==> src/rtl/loop_unroll_ctrl_pkg.sv <==
// Shared definitions for the loop unroll sequencer.
//   state_t : sequencer state encoding (IDLE, REPLAY, FINISH)
//   PC_W    : program counter width
//   ITER_W  : replay iteration counter width
package loop_unroll_ctrl_pkg;

  localparam int unsigned PC_W   = 16;
  localparam int unsigned ITER_W = 4;

  typedef enum logic [1:0] {
    IDLE   = 2'd0,
    REPLAY = 2'd1,
    FINISH = 2'd2
  } state_t;

endpackage

==> src/rtl/loop_unroll_ctrl.sv <==
// Loop unroll sequencer between fetch and the instruction interpreter.
// On a predicted-taken backward branch with a short enough body, captures the
// body bounds and replays the body PCs to fetch UNROLL_CNT-1 times, then
// pulses the finish/redirect strobes that squash decode and send fetch past
// the loop end.
// Ports:
//   clk, rst_n                       clock, async active-low reset
//   inst_valid_in, bck_lp_in,
//   pred_result_in                   trigger qualifiers from decode/interpreter
//   brn_pc_in, brn_tgt_in            loop end / loop start PCs
//   stall_in                         freezes replay
//   mispred_in                       flush, aborts unrolling
//   fetch_pc_out, fetch_v_out        replayed PC to fetch
//   unrll_active_out, iter_out       replay status
//   fnsh_unrll_out                   finish pulse to interpreter
//   redirect_v_out, redirect_pc_out  fetch redirect to loop end + 1
// All outputs are registered.
module loop_unroll_ctrl
  import loop_unroll_ctrl_pkg::*;
#(
  parameter int unsigned UNROLL_CNT = 4,
  parameter int unsigned MAX_BODY   = 8
) (
  input  logic              clk,
  input  logic              rst_n,
  input  logic              inst_valid_in,
  input  logic              bck_lp_in,
  input  logic              pred_result_in,
  input  logic [PC_W-1:0]   brn_pc_in,
  input  logic [PC_W-1:0]   brn_tgt_in,
  input  logic              stall_in,
  input  logic              mispred_in,
  output logic [PC_W-1:0]   fetch_pc_out,
  output logic              fetch_v_out,
  output logic              unrll_active_out,
  output logic [ITER_W-1:0] iter_out,
  output logic              fnsh_unrll_out,
  output logic              redirect_v_out,
  output logic [PC_W-1:0]   redirect_pc_out
);

  localparam logic [ITER_W-1:0] LAST_ITER = ITER_W'(UNROLL_CNT - 1);

  // Sequencer state
  state_t            r_state,  w_state_nxt;
  logic [PC_W-1:0]   r_start,  w_start_nxt;
  logic [PC_W-1:0]   r_end,    w_end_nxt;
  logic [PC_W-1:0]   r_pc,     w_pc_nxt;
  logic [ITER_W-1:0] r_iter,   w_iter_nxt;

  // Output registers
  logic [PC_W-1:0]   r_fetch_pc,  w_fetch_pc_nxt;
  logic              r_fetch_v,   w_fetch_v_nxt;
  logic              r_active,    w_active_nxt;
  logic [ITER_W-1:0] r_iter_out,  w_iter_out_nxt;
  logic              r_fnsh,      w_fnsh_nxt;
  logic              r_redir_v,   w_redir_v_nxt;
  logic [PC_W-1:0]   r_redir_pc,  w_redir_pc_nxt;

  // Body length in 17 bits so a reversed range cannot alias to a small length
  logic [PC_W:0] w_len;
  logic          w_trigger;

  assign w_len     = {1'b0, brn_pc_in} - {1'b0, brn_tgt_in} + (PC_W+1)'(1);
  assign w_trigger = inst_valid_in & bck_lp_in & pred_result_in & ~mispred_in
                   & (brn_tgt_in <= brn_pc_in)
                   & (w_len <= (PC_W+1)'(MAX_BODY));

  always_comb begin
    w_state_nxt    = r_state;
    w_start_nxt    = r_start;
    w_end_nxt      = r_end;
    w_pc_nxt       = r_pc;
    w_iter_nxt     = r_iter;
    w_fetch_pc_nxt = r_fetch_pc;
    w_fetch_v_nxt  = 1'b0;
    w_active_nxt   = (r_state != IDLE);
    w_iter_out_nxt = r_iter_out;
    w_fnsh_nxt     = 1'b0;
    w_redir_v_nxt  = 1'b0;
    w_redir_pc_nxt = r_redir_pc;

    unique case (r_state)
      IDLE: begin
        w_fetch_pc_nxt = '0;
        w_iter_out_nxt = '0;
        w_redir_pc_nxt = '0;
        if (w_trigger) begin
          w_state_nxt = REPLAY;
          w_start_nxt = brn_tgt_in;
          w_end_nxt   = brn_pc_in;
          w_pc_nxt    = brn_tgt_in;
          w_iter_nxt  = ITER_W'(1);
        end
      end
      REPLAY: begin
        if (!stall_in) begin
          w_fetch_pc_nxt = r_pc;
          w_fetch_v_nxt  = 1'b1;
          w_iter_out_nxt = r_iter;
          if (r_pc == r_end) begin
            if (r_iter == LAST_ITER) begin
              w_state_nxt = FINISH;
            end else begin
              w_pc_nxt   = r_start;
              w_iter_nxt = r_iter + ITER_W'(1);
            end
          end else begin
            w_pc_nxt = r_pc + PC_W'(1);
          end
        end
      end
      FINISH: begin
        w_fnsh_nxt     = 1'b1;
        w_redir_v_nxt  = 1'b1;
        w_redir_pc_nxt = r_end + PC_W'(1);
        w_state_nxt    = IDLE;
      end
      default: w_state_nxt = IDLE;
    endcase

    // Flush overrides everything, including a same-cycle trigger or finish
    if (mispred_in) begin
      w_state_nxt    = IDLE;
      w_fetch_pc_nxt = '0;
      w_fetch_v_nxt  = 1'b0;
      w_active_nxt   = 1'b0;
      w_iter_out_nxt = '0;
      w_fnsh_nxt     = 1'b0;
      w_redir_v_nxt  = 1'b0;
      w_redir_pc_nxt = '0;
    end
  end

  always_ff @(posedge clk or negedge rst_n) begin
    if (!rst_n) begin
      r_state    <= IDLE;
      r_start    <= '0;
      r_end      <= '0;
      r_pc       <= '0;
      r_iter     <= '0;
      r_fetch_pc <= '0;
      r_fetch_v  <= 1'b0;
      r_active   <= 1'b0;
      r_iter_out <= '0;
      r_fnsh     <= 1'b0;
      r_redir_v  <= 1'b0;
      r_redir_pc <= '0;
    end else begin
      r_state    <= w_state_nxt;
      r_start    <= w_start_nxt;
      r_end      <= w_end_nxt;
      r_pc       <= w_pc_nxt;
      r_iter     <= w_iter_nxt;
      r_fetch_pc <= w_fetch_pc_nxt;
      r_fetch_v  <= w_fetch_v_nxt;
      r_active   <= w_active_nxt;
      r_iter_out <= w_iter_out_nxt;
      r_fnsh     <= w_fnsh_nxt;
      r_redir_v  <= w_redir_v_nxt;
      r_redir_pc <= w_redir_pc_nxt;
    end
  end

  assign fetch_pc_out     = r_fetch_pc;
  assign fetch_v_out      = r_fetch_v;
  assign unrll_active_out = r_active;
  assign iter_out         = r_iter_out;
  assign fnsh_unrll_out   = r_fnsh;
  assign redirect_v_out   = r_redir_v;
  assign redirect_pc_out  = r_redir_pc;

endmodule

==> config.mk <==
export PLATFORM = sky130hd
export DESIGN_NAME = loop_unroll_ctrl
export DESIGN_NICKNAME = d
export VERILOG_FILES = /design/src/rtl/loop_unroll_ctrl_pkg.sv /design/src/rtl/loop_unroll_ctrl.sv
export SDC_FILE = /design/constraint.sdc
export NUM_CORES = 1
export LEC_CHECK = 0
export ABC_AREA = 1
export CORE_AREA = 2 2 140 142
export CTS_CLUSTER_SIZE = 8
export DETAILED_ROUTE_END_ITERATION = 6
export DIE_AREA = 0 0 142 144
export RECOVER_POWER = 100
export REMOVE_ABC_BUFFERS = 1
export SLEW_MARGIN = 20
export SYNTH_ARGS = -nofsm -noshare
export SYNTH_HDL_FRONTEND = slang
export SYNTH_SLANG_ARGS = --single-unit
==> constraint.sdc <==
create_clock -name clk -period 4 [get_ports clk]
set_input_delay 0.8 -clock clk [delete_from_list [all_inputs] [get_ports clk]]
set_output_delay 0.8 -clock clk [all_outputs]
set_load 0.02 [all_outputs]
# After elaboration in Yosys (flattened, before gate mapping)
# Index checks and enable logic that the tools add are counted.
# classes
n_bitwise	6
n_reduce_logical	10
order_cmp	2
n_eq_ne	13
mux	30
add_sub_neg	5
# ops
operator	count
two-way mux 16 bit	7
case mux 16 bit (2 select lines)	3
adder 16 x 1 -> 16 bit, second input constant	2
two-way mux 4 bit	6
adder 17 x 1 -> 17 bit, second input constant	1
less-or-equal comparator 17 x 4 -> 1 bit, second input constant	1
subtractor 16 x 16 -> 17 bit	1
equality test 16 bit	1
less-or-equal comparator 16 bit	1
case mux 4 bit (2 select lines)	2
!= test 3 bit, second input constant	5
two-way mux 2 bit	5
!= test 2 bit, second input constant	4
AND reduction 4 bit	2
two-way mux 1 bit	6
nonzero test 3 bit	2
AND 1 bit	5
AND reduction 5 bit	1
adder 4 x 1 -> 4 bit, second input constant	1
equality test 4 x 2 -> 1 bit, second input constant	1
case mux 2 bit (2 select lines)	1
AND reduction 2 bit	2
nonzero test 2 bit	2
equality test 2 x 1 -> 1 bit, second input constant	1
other kinds (3)	3
# word_totals
wordCells	77
reg_bits	93
out_inout_bits	40
in_bits	39

# Longest topological paths before layout
# Gate-level depths: netlist of run 1.
# depth
depth_word	8
depth_mapped	21

# Worst setup path after synthesis of run 1
# Ideal clock, no wire load.
# synth_path
kind	input-to-reg
startpoint	input port brn_pc_in[1]
endpoint	register r_pc[6]
setup_ns	0.117
cell_stages	19
path_slack_ns	0.748
t_arrival_ns	3.136
required_ns	3.883
cell_sequence	inv_1 ha_1 inv_1 ha_1 inv_1 fa_1 o21ai_4 nand2_2 nand2_2 nand3_1 nand3_1 nand4_1 nor2_2 nand3_2 nand2_4 nand2_4 buf_6 nand2_1 nand2_1
# synth_via
elab_chain_len	6
word_cells_on_any_way	8
classes_between	add/sub: 2; order compare: 2; eq/ne: 1; bitwise: 2; reduce/logical: 1
# synth_lines
item	line_no	rtl
start: declaration	loop_unroll_ctrl.sv:29	input logic [PC_W-1:0] brn_pc_in,
subtractor 16 x 16 -> 17 bit	loop_unroll_ctrl.sv:64	assign w_len = {1'b0, brn_pc_in} - {1'b0, brn_tgt_in} + (PC_W+1)'(1);
adder 17 x 1 -> 17 bit	loop_unroll_ctrl.sv:64	
less-or-equal comparator 17 x 4 -> 1 bit	loop_unroll_ctrl.sv:67	& (w_len <= (PC_W+1)'(MAX_BODY));
AND 1 bit *	loop_unroll_ctrl.sv:67	
!= test 2 bit (no source line) *	--	
AND reduction 4 bit (no source line) *	--	
end signal: assignment	loop_unroll_ctrl.sv:153	r_pc <= w_pc_nxt;
end: declaration	loop_unroll_ctrl.sv:48	logic [PC_W-1:0] r_pc, w_pc_nxt;
# Mark *: on every way between the ends. The rest lies on a longest branch, timed or not.
# A chain may end at the register's enable or synchronous reset.

# Final worst setup path of run 1
# layout_path
startpoint	input port brn_pc_in[9]
endpoint	register r_start[5]
# layout_via
elab_chain_len	5
word_cells_on_any_way	7
classes_between	add/sub: 2; order compare: 2; bitwise: 2; reduce/logical: 1
# layout_lines
item	line_no	rtl
subtractor 16 x 16 -> 17 bit	loop_unroll_ctrl.sv:64	
adder 17 x 1 -> 17 bit	loop_unroll_ctrl.sv:64	
less-or-equal comparator 17 x 4 -> 1 bit	loop_unroll_ctrl.sv:67	
AND 1 bit *	loop_unroll_ctrl.sv:67	
AND reduction 2 bit (no source line) *	--	
end signal: assignment	loop_unroll_ctrl.sv:151	r_start <= w_start_nxt;
end: declaration	loop_unroll_ctrl.sv:46	logic [PC_W-1:0] r_start, w_start_nxt;
# Marked as above.

==> metrics.txt, run 1 <==
mean number of vias per cell 4.87; Post-Route Utilization 41.5%; CP Class input port to flip-flop; number of remaining DRC errors 0; Lkg Pwr 4.11 nW; Ys Warns 0; total gr overflow 0; CTS buffer count 9; drt first-iter violations 385; total power 2.26 mW; worst-skew pair later-pin latency 0.34 ns; Crit Reg-Reg Startpoint r_pc[1]; CP endpoint kind flip-flop; TritonCTS clock tree yes; worst rel slew slack -22.6%; Final Hold Fails 0; antenna violations before repair 0; Critical Path RT 4.22 ns; hold_sp r_start[8]; # rows 51; nets 1,064; register area share after synthesis 35.8%; Unique masters post-synth 43; Top cell by count, worst path nand2_1; IO buf count 78; Setup Skew 0.00910 ns; RSZ-0062 raised after global routing no; most common cell after layout, fill and taps aside nand2_1; RD Place Congestion 0.903; DP Cell Count 1,202; clock sink count 93; setup violators final 0; Layout Cells excl Fill 1,218; io pins 79; GRT Overall Usage 17.5%; Routed Antenna Nets 0; Pwr per Cell Area 286 nW/um2; Synth area leaders dfrtp_1, nand2_1, ha_1; Syn Std Cell Area 6490 um2; via count 5,929; max_cap viols 1; post-detail-place hpwl 13,800 um; DIE AREA 20,400 um2; most frequent cells in the layout nand2_1, inv_1, nand3_1; WL final 17,200 um; Filler cells 1,983; Worst path slowest cell clkdlybuf4s50_1; area leader, netlist dfrtp_1; Tcrit/Tclk final 91.7%; fin. max-slew vios 73; Syn Area/Cell 7.40 um2; layout cells sized above 1 7.65%; Gate Count Post-Synth 878; crit start category input port; crit-path max FO 20; Placeable Area 19,100 um2; crit path cell chain clkdlybuf4s50_1 > inv_1 > ha_1 > ha_1 > a21oi_1 > o21ai_0 > a21oi_1 > nand2_1 > nand2_1 > nand2_1 > nor2_1 > nand3_1 > nor2_1 > nand3_2 > buf_4 > nand2_1 > o21ai_0; peak supply drop 0.192 mV; Max Freq 0.273 GHz; CP Data Arrival Time 3.89 ns; max incr delay on CP 0.58 ns; failing checks max-capacitance violations, max-slew violations; share of the synthesized area in the top cell type 35.8%; Reg clk slew, reported paths 0.06 ns; # hold bufs at CTS 0; antenna cells 0; Hold Path Class flip-flop to flip-flop; Yosys reg bits 93; Least-Margin Pin Slew 1.84 ns; Post-CTS Resized 0; chip width 142 um; wire per inst 14.1 um; drt first pass iters 4; minimum clock period 3.67 ns; H-tree Lvls 3; pin count of the biggest net entering global routing 73; clk buf depth 2; Setup Fix Bufs, Post-CTS 0; root buffer cell clkbuf_16; status finished with violations; Starting Density 34.0%; vias in the first global route 5,652; die height 144 um; Syn-to-layout area delta 21.8%; first-pass GRT wire length 28,200 um; Worst setup startpoint brn_pc_in[9]
[kinds of logic (layout without fill, tap and decap cells)]
family,count (synthesis),count (layout),synth area share (%)
adder cells (fa/ha/maj),50,50,9.86
AND/OR/NAND/NOR,422,422,29.0
AO/OA/AOI/OAI,149,149,13.8
flip-flops,93,93,35.8
XOR/XNOR,17,17,2.29
buffers and inverters,147,249,9.23
[critical path: cells and delay by family]
family | cells | cell delay, ns
adders and majority gates | 2 | 0.71
buffers and inverters | 3 | 0.95
and+or+nand+nor | 8 | 0.74
AOI/OAI and AO/OA | 4 | 0.68
[layer usage]
layer,vias to the layer above,GRT usage [%],routed length [um]
met5,-,0,0
met4,0,5.47,286
met3,18,1.92,577
met2,120,28.4,7720
met1,2718,24.5,8580
li1,3073,-,-
[flip-flops by register name, summed over array words and instances, names as in the netlist]
| name | cells |
|---|---|
| r_iter | 4 |
| r_end | 16 |
| fetch_v_out | 1 |
| redirect_v_out | 1 |
| redirect_pc_out | 16 |
| iter_out | 4 |
| r_state | 2 |
| r_pc | 16 |
| r_start | 16 |
| unrll_active_out | 1 |
| fetch_pc_out | 16 |
[power by group]
| part | switching (mW) | leakage (nW) | internal (mW) |
|---|---|---|---|
| Combinational | 0.262 | 2.75 | 0.172 |
| Sequential | 0.0102 | 1.21 | 0.947 |
| Clock | 0.349 | 0.150 | 0.519 |
| Total | 0.621 | 4.11 | 1.64 |
[path summary, 6_finish.rpt]
check	end	slack, ns	cells after the start
worst max register to register	r_pc[3]	1.28	10
max in group asynchronous	fetch_pc_out[6]	1.70	2
worst min register to register	r_start[8]	0.48	2
min in group asynchronous	iter_out[2]	0.96	1
worst min-delay path	r_start[8]	0.48	2
worst max-delay path	r_start[5]	0.33	17
[stage by stage]
stage,hold WS (ns),setup TNS (ns),cell area (um2),setup WS (ns)
finish,0.483,0,7910,0.333
global route,0.497,0,7910,0.0294
CTS,0.484,0,8020,0.354
detailed placement,0.469,-0.00530,7720,-0.00530
global placement,0.462,-0.761,7720,-0.0432
floorplan,0.450,0,6350,0.274
[cells in the mapped netlist, drive strengths merged]
master,number
xnor2,7
a31oi,1
o22ai,8
nand2,208
a21oi,41
nor3b,1
or2,1
a21o,2
nor4,4
buf,12
nor2,78
ha,48
clkbuf,14
a32o,2
nand3b,3
o21bai,1
dfrtp,93
nand3,99
o221ai,1
nor3,13
o21ai,84
inv,119
nand4,11
fa,2
xor2,10
o31ai,3
clkinv,2
o211ai,6
and2,4
[area by class of cell]
cell class	instances	area [um2]	share of cell area, %
Sequential cell	93	2330	29.4
Timing Repair Buffer	112	1020	12.9
Inverter	121	454	5.74
Clock inverter	3	43.8	0.554
Multi-Input combinational cell	638	3500	44.3
Clock buffer	13	260	3.29
Tap cell	238	298	3.76
Note: power is estimated with default switching activity, not from simulation.
==> run 2, diff against run 1 <==
Settings changed: REMOVE_ABC_BUFFERS 1 to not set.
==> run 2 against run 1 <==
Net effect:
- the run still ends with max-capacitance violations, max-slew violations left
- non-clock buffer count decreased by 22
- critical path depth increased by 4
- utilization decreased by 0.72 points
- clock power increased by 8.3%
- clock-buffer cell count decreased by 1
- critical endpoint is now r_iter[0]
==> metrics.txt, run 2 (same netlist as run 1, synthesis figures left out) <==
status finished with violations; failing checks max-capacitance violations, max-slew violations; worst-skew pair later-pin latency 0.35 ns; Syn-to-layout area delta 19.7%; number of remaining DRC errors 0; Critical Path RT 4.25 ns; DP Cell Count 1,180; final worst setup slack 0.310 ns; pin count of the biggest net entering global routing 64; io pins 79; vias in the first global route 5,608; drt first pass iters 6; # rows 51; Lkg Pwr 4.02 nW; wire per inst 14.1 um; Layout Cells excl Fill 1,196; TritonCTS clock tree yes; Filler cells 2,000; antenna violations before repair 0; root buffer cell clkbuf_16; RD Place Congestion 0.870; Least-Margin Pin Slew 1.60 ns; via count 5,794; fin. max-slew vios 64; post-detail-place hpwl 13,400 um; layout cells sized above 1 5.64%; Hold Path Class flip-flop to flip-flop; Routed Antenna Nets 0; minimum clock period 3.69 ns; antenna cells 0; Tcrit/Tclk final 92.2%; most frequent cells in the layout nand2_1, inv_1, nand3_1; GRT Overall Usage 17.2%; CTS buffer count 9; first-pass GRT wire length 28,000 um; H-tree Lvls 3; CP Class input port to flip-flop; nets 1,042; Pwr per Cell Area 296 nW/um2; IO buf count 78; drt first-iter violations 319; WL final 16,900 um; peak supply drop 0.249 mV; worst rel slew slack -7.00%; clock sink count 93; DIE AREA 20,400 um2; CP Data Arrival Time 3.94 ns; Setup Fix Bufs, Post-CTS 0; Placeable Area 19,100 um2; clk buf depth 2; FF+latch area 2330 um2; post-route cell area 7770 um2; total gr overflow 0; Starting Density 34.0%; most common cell after layout, fill and taps aside nand2_1; Final Hold Fails 0; Post-CTS Resized 0; mean number of vias per cell 4.84; footprint of the multi-input gates 3500 um2; Reg clk slew, reported paths 0.06 ns; pre-CTS WS -0.0263 ns; max_cap viols 1; chip width 142 um; crit-path max FO 10; CP endpoint kind flip-flop; die height 144 um; RSZ-0062 raised after global routing no; crit start category input port; setup violators final 0; # hold bufs at CTS 0; Max Freq 0.271 GHz; Placed Area 7530 um2; Synth Net Count 967; Setup Skew 0.00426 ns
run 2: path summary, 6_finish.rpt:
kind                              start  cells after the start          endpoint  slack (ns)
min reg2reg                  r_start[8]                      2        r_start[8]        0.48
min                          r_start[8]                      2        r_start[8]        0.48
max                        brn_pc_in[3]                     21         r_iter[0]        0.31
min in group asynchronous         rst_n                      1       iter_out[3]        0.86
max reg2reg                     r_pc[1]                     10           r_pc[1]        1.20
max in group asynchronous         rst_n                      2  fetch_pc_out[10]        1.57
run 2: per-layer routing:
metal	vias up	part of all wire (%)	GRT usage [%]	routed length [um]
met4	0	1.7	4.74	280
met5	-	0	0	0
li1	3022	-	-	-
met3	19	4.1	2.55	685
met1	2637	50	24.4	8410
met2	116	44	27.4	7480
run 2: final cells by class:
type                            count  share of cell area (%)
Tap cell                          238                    3.83
Clock inverter                      4                   0.901
Inverter                          121                    5.84
Sequential cell                    93                    29.9
Multi-Input combinational cell    638                    45.0
Clock buffer                       12                    3.30
Timing Repair Buffer               90                    11.2
run 2: report_power, final:
part | internal, mW | total [mW] | switching, mW
registers | 0.947 | 0.957 | 0.0103
clock network | 0.580 | 0.940 | 0.360
logic | 0.153 | 0.407 | 0.254
total | 1.68 | 2.30 | 0.624
run 2: critical path, cell delays in order:
cell and delay (ns):
clkdlybuf4s50_1 0.57, inv_1 0.07, ha_1 0.35, ha_1 0.37, a21oi_1 0.20, nand2_1 0.17
nand2_2 0.12, nand2_2 0.07, nand2_1 0.08, nand2_1 0.05, nand2_1 0.07, nand2_1 0.05
nor2_1 0.13, nand3_1 0.10, nor2_2 0.14, nand4_2 0.12, buf_4 0.21, nand2_1 0.10
nand2_1 0.06, nand2_1 0.05, inv_1 0.03
run 2: stage by stage:
stage               total power, mW  util (%)  TNS, ns  hold WS, ns
floorplan                      1.24         -        0        0.450
global placement               1.38      39.5        0        0.459
detailed placement             1.39      39.5  -0.0263        0.463
CTS                            2.33      41.2        0        0.478
global route                   2.42      40.7        0        0.491
finish                         2.30      40.7        0        0.477
==> run 3, diff against run 2 <==
Settings changed: GPL_ROUTABILITY_DRIVEN set to 0, RECOVER_POWER 100 to 50.
==> run 3 against run 2 <==
Net effect:
- the run still ends with max-capacitance violations, max-slew violations left
- via count grew 0.47%
- first-iteration DRC count decreased by 1.9%
- sequential power about the same
- combinational power about the same
- critical path depth stayed put
- routed wire length shrank 0.31%
- die area unchanged
- sequential share of layout area down 0.26 points
- register-to-register slack better by 0.02 ns
==> metrics.txt, run 3 (same netlist as run 1, synthesis figures left out) <==
RSZ-0062 raised after global routing no; most common cell after layout, fill and taps aside nand2_1; worst rel slew slack -6.74%; WL final 16,800 um; pre-CTS WS -0.0263 ns; vias in the first global route 5,608; CP Data Arrival Time 3.94 ns; Hold Path Class flip-flop to flip-flop; # rows 51; crit path cell chain clkdlybuf4s50_1 > inv_1 > ha_1 > ha_1 > a21oi_1 > nand2_1 > nand2_2 > nand2_2 > nand2_1 > nand2_1 > nand2_1 > nand2_1 > nor2_1 > nand3_1 > nor2_2 > nand4_2 > buf_4 > nand2_1 > nand2_1 > nand2_1 > inv_1; most frequent cells in the layout nand2_1, inv_1, nand3_1; max incr delay on CP 0.57 ns; pin count of the biggest net entering global routing 64; Top cell by count, worst path nand2_1; CP Class input port to flip-flop; root buffer cell clkbuf_16; nets 1,042; minimum clock period 3.69 ns; post-route cell area 7840 um2; Lkg Pwr 3.96 nW; Least-Margin Pin Slew 1.60 ns; crit-path max FO 10; status finished with violations; failing checks max-capacitance violations, max-slew violations; Setup Fix Bufs, Post-CTS 0; Placeable Area 19,100 um2; Syn-to-layout area delta 20.7%; antenna cells 0; Max Freq 0.271 GHz; via count 5,821; io pins 79; Worst path slowest cell clkdlybuf4s50_1; first-pass GRT wire length 28,000 um; footprint of the multi-input gates 3570 um2; total gr overflow 0; GRT Overall Usage 17.2%; final worst setup slack 0.313 ns; Tcrit/Tclk final 92.2%; Placed Area 7530 um2; IO buf count 78; crit start category input port; Post-CTS Resized 0; mean number of vias per cell 4.87; die height 144 um; FF+latch area 2330 um2; Starting Density 34.0%; clk buf depth 2; # hold bufs at CTS 0; Bufs and invs on worst path 4; clock sink count 93; Synth Net Count 967; worst-skew pair later-pin latency 0.35 ns; fin. max-slew vios 64; CP endpoint kind flip-flop; max_cap viols 1; chip width 142 um; Setup Skew 0.00453 ns; Critical Path RT 4.25 ns; Pwr per Cell Area 294 nW/um2; Filler cells 1,978; Routed Antenna Nets 0; drt first-iter violations 313; setup violators final 0; CP delay by family, top simple AND/OR/NAND/NOR gates; Post-Route Utilization 41.1%; CTS buffer count 9; wire per inst 14.0 um; TritonCTS clock tree yes; H-tree Lvls 3; drt first pass iters 5; number of remaining DRC errors 0; antenna violations before repair 0; layout cells sized above 1 7.41%; DIE AREA 20,400 um2; Final Hold Fails 0; post-detail-place hpwl 13,400 um; peak supply drop 0.251 mV; Reg clk slew, reported paths 0.06 ns
## run 3: cell count changes in the layout (fill, tap and decap cells not counted), sizes merged
cell           before  now
buf                 8    9
dlygate4sd3        41   16
clkbuf             17   16
clkdlybuf4s50      36   61
## run 3: per-stage QoR
step	std cells	power, mW	hold slack [ns]	setup TNS, ns
3_5_place_dp	1180	1.39	0.463	-0.0263
3_3_place_gp	1180	1.38	0.459	0
6_report	1196	2.31	0.475	0
2_1_floorplan	878	1.24	0.450	0
4_1_cts	1196	2.33	0.478	0
5_1_grt	1196	2.43	0.491	0
## run 3: layer usage
metal	global-route usage, %	routed length (um)	vias up
met5	0	0	-
met2	27.4	7410	133
met1	24.4	8450	2642
li1	-	-	3027
met3	2.55	657	19
met4	4.74	288	0
## run 3: layout make-up
| cell class | count | share of cell area, % |
|---|---|---|
| Clock buffer | 12 | 3.27 |
| Clock inverter | 4 | 0.894 |
| Inverter | 121 | 5.79 |
| Multi-Input combinational cell | 638 | 45.5 |
| Sequential cell | 93 | 29.7 |
| Tap cell | 238 | 3.80 |
| Timing Repair Buffer | 90 | 11.1 |
## run 3: path summary, 6_finish.rpt
path                         startpoint          endpoint  slack [ns]  cells after the start
max                        brn_pc_in[3]         r_iter[0]        0.31                     21
min                          r_start[6]        r_start[6]        0.47                      2
max reg2reg                     r_pc[1]           r_pc[1]        1.22                     10
min reg2reg                  r_start[6]        r_start[6]        0.47                      2
max in group asynchronous         rst_n  fetch_pc_out[10]        1.58                      2
min in group asynchronous         rst_n       iter_out[3]        0.86                      1
## run 3: tightest hold or removal path, stage by stage, from the launching register on
cell	delay, ns
dfrtp_1	0.34
nand2_1	0.06
o21ai_2	0.05
## run 3: power by group
| part | internal (mW) | switching, mW | leakage, nW |
|---|---|---|---|
| logic | 0.153 | 0.257 | 2.59 |
| clock network | 0.580 | 0.362 | 0.163 |
| registers | 0.947 | 0.0103 | 1.21 |
| total | 1.68 | 0.629 | 3.96 |
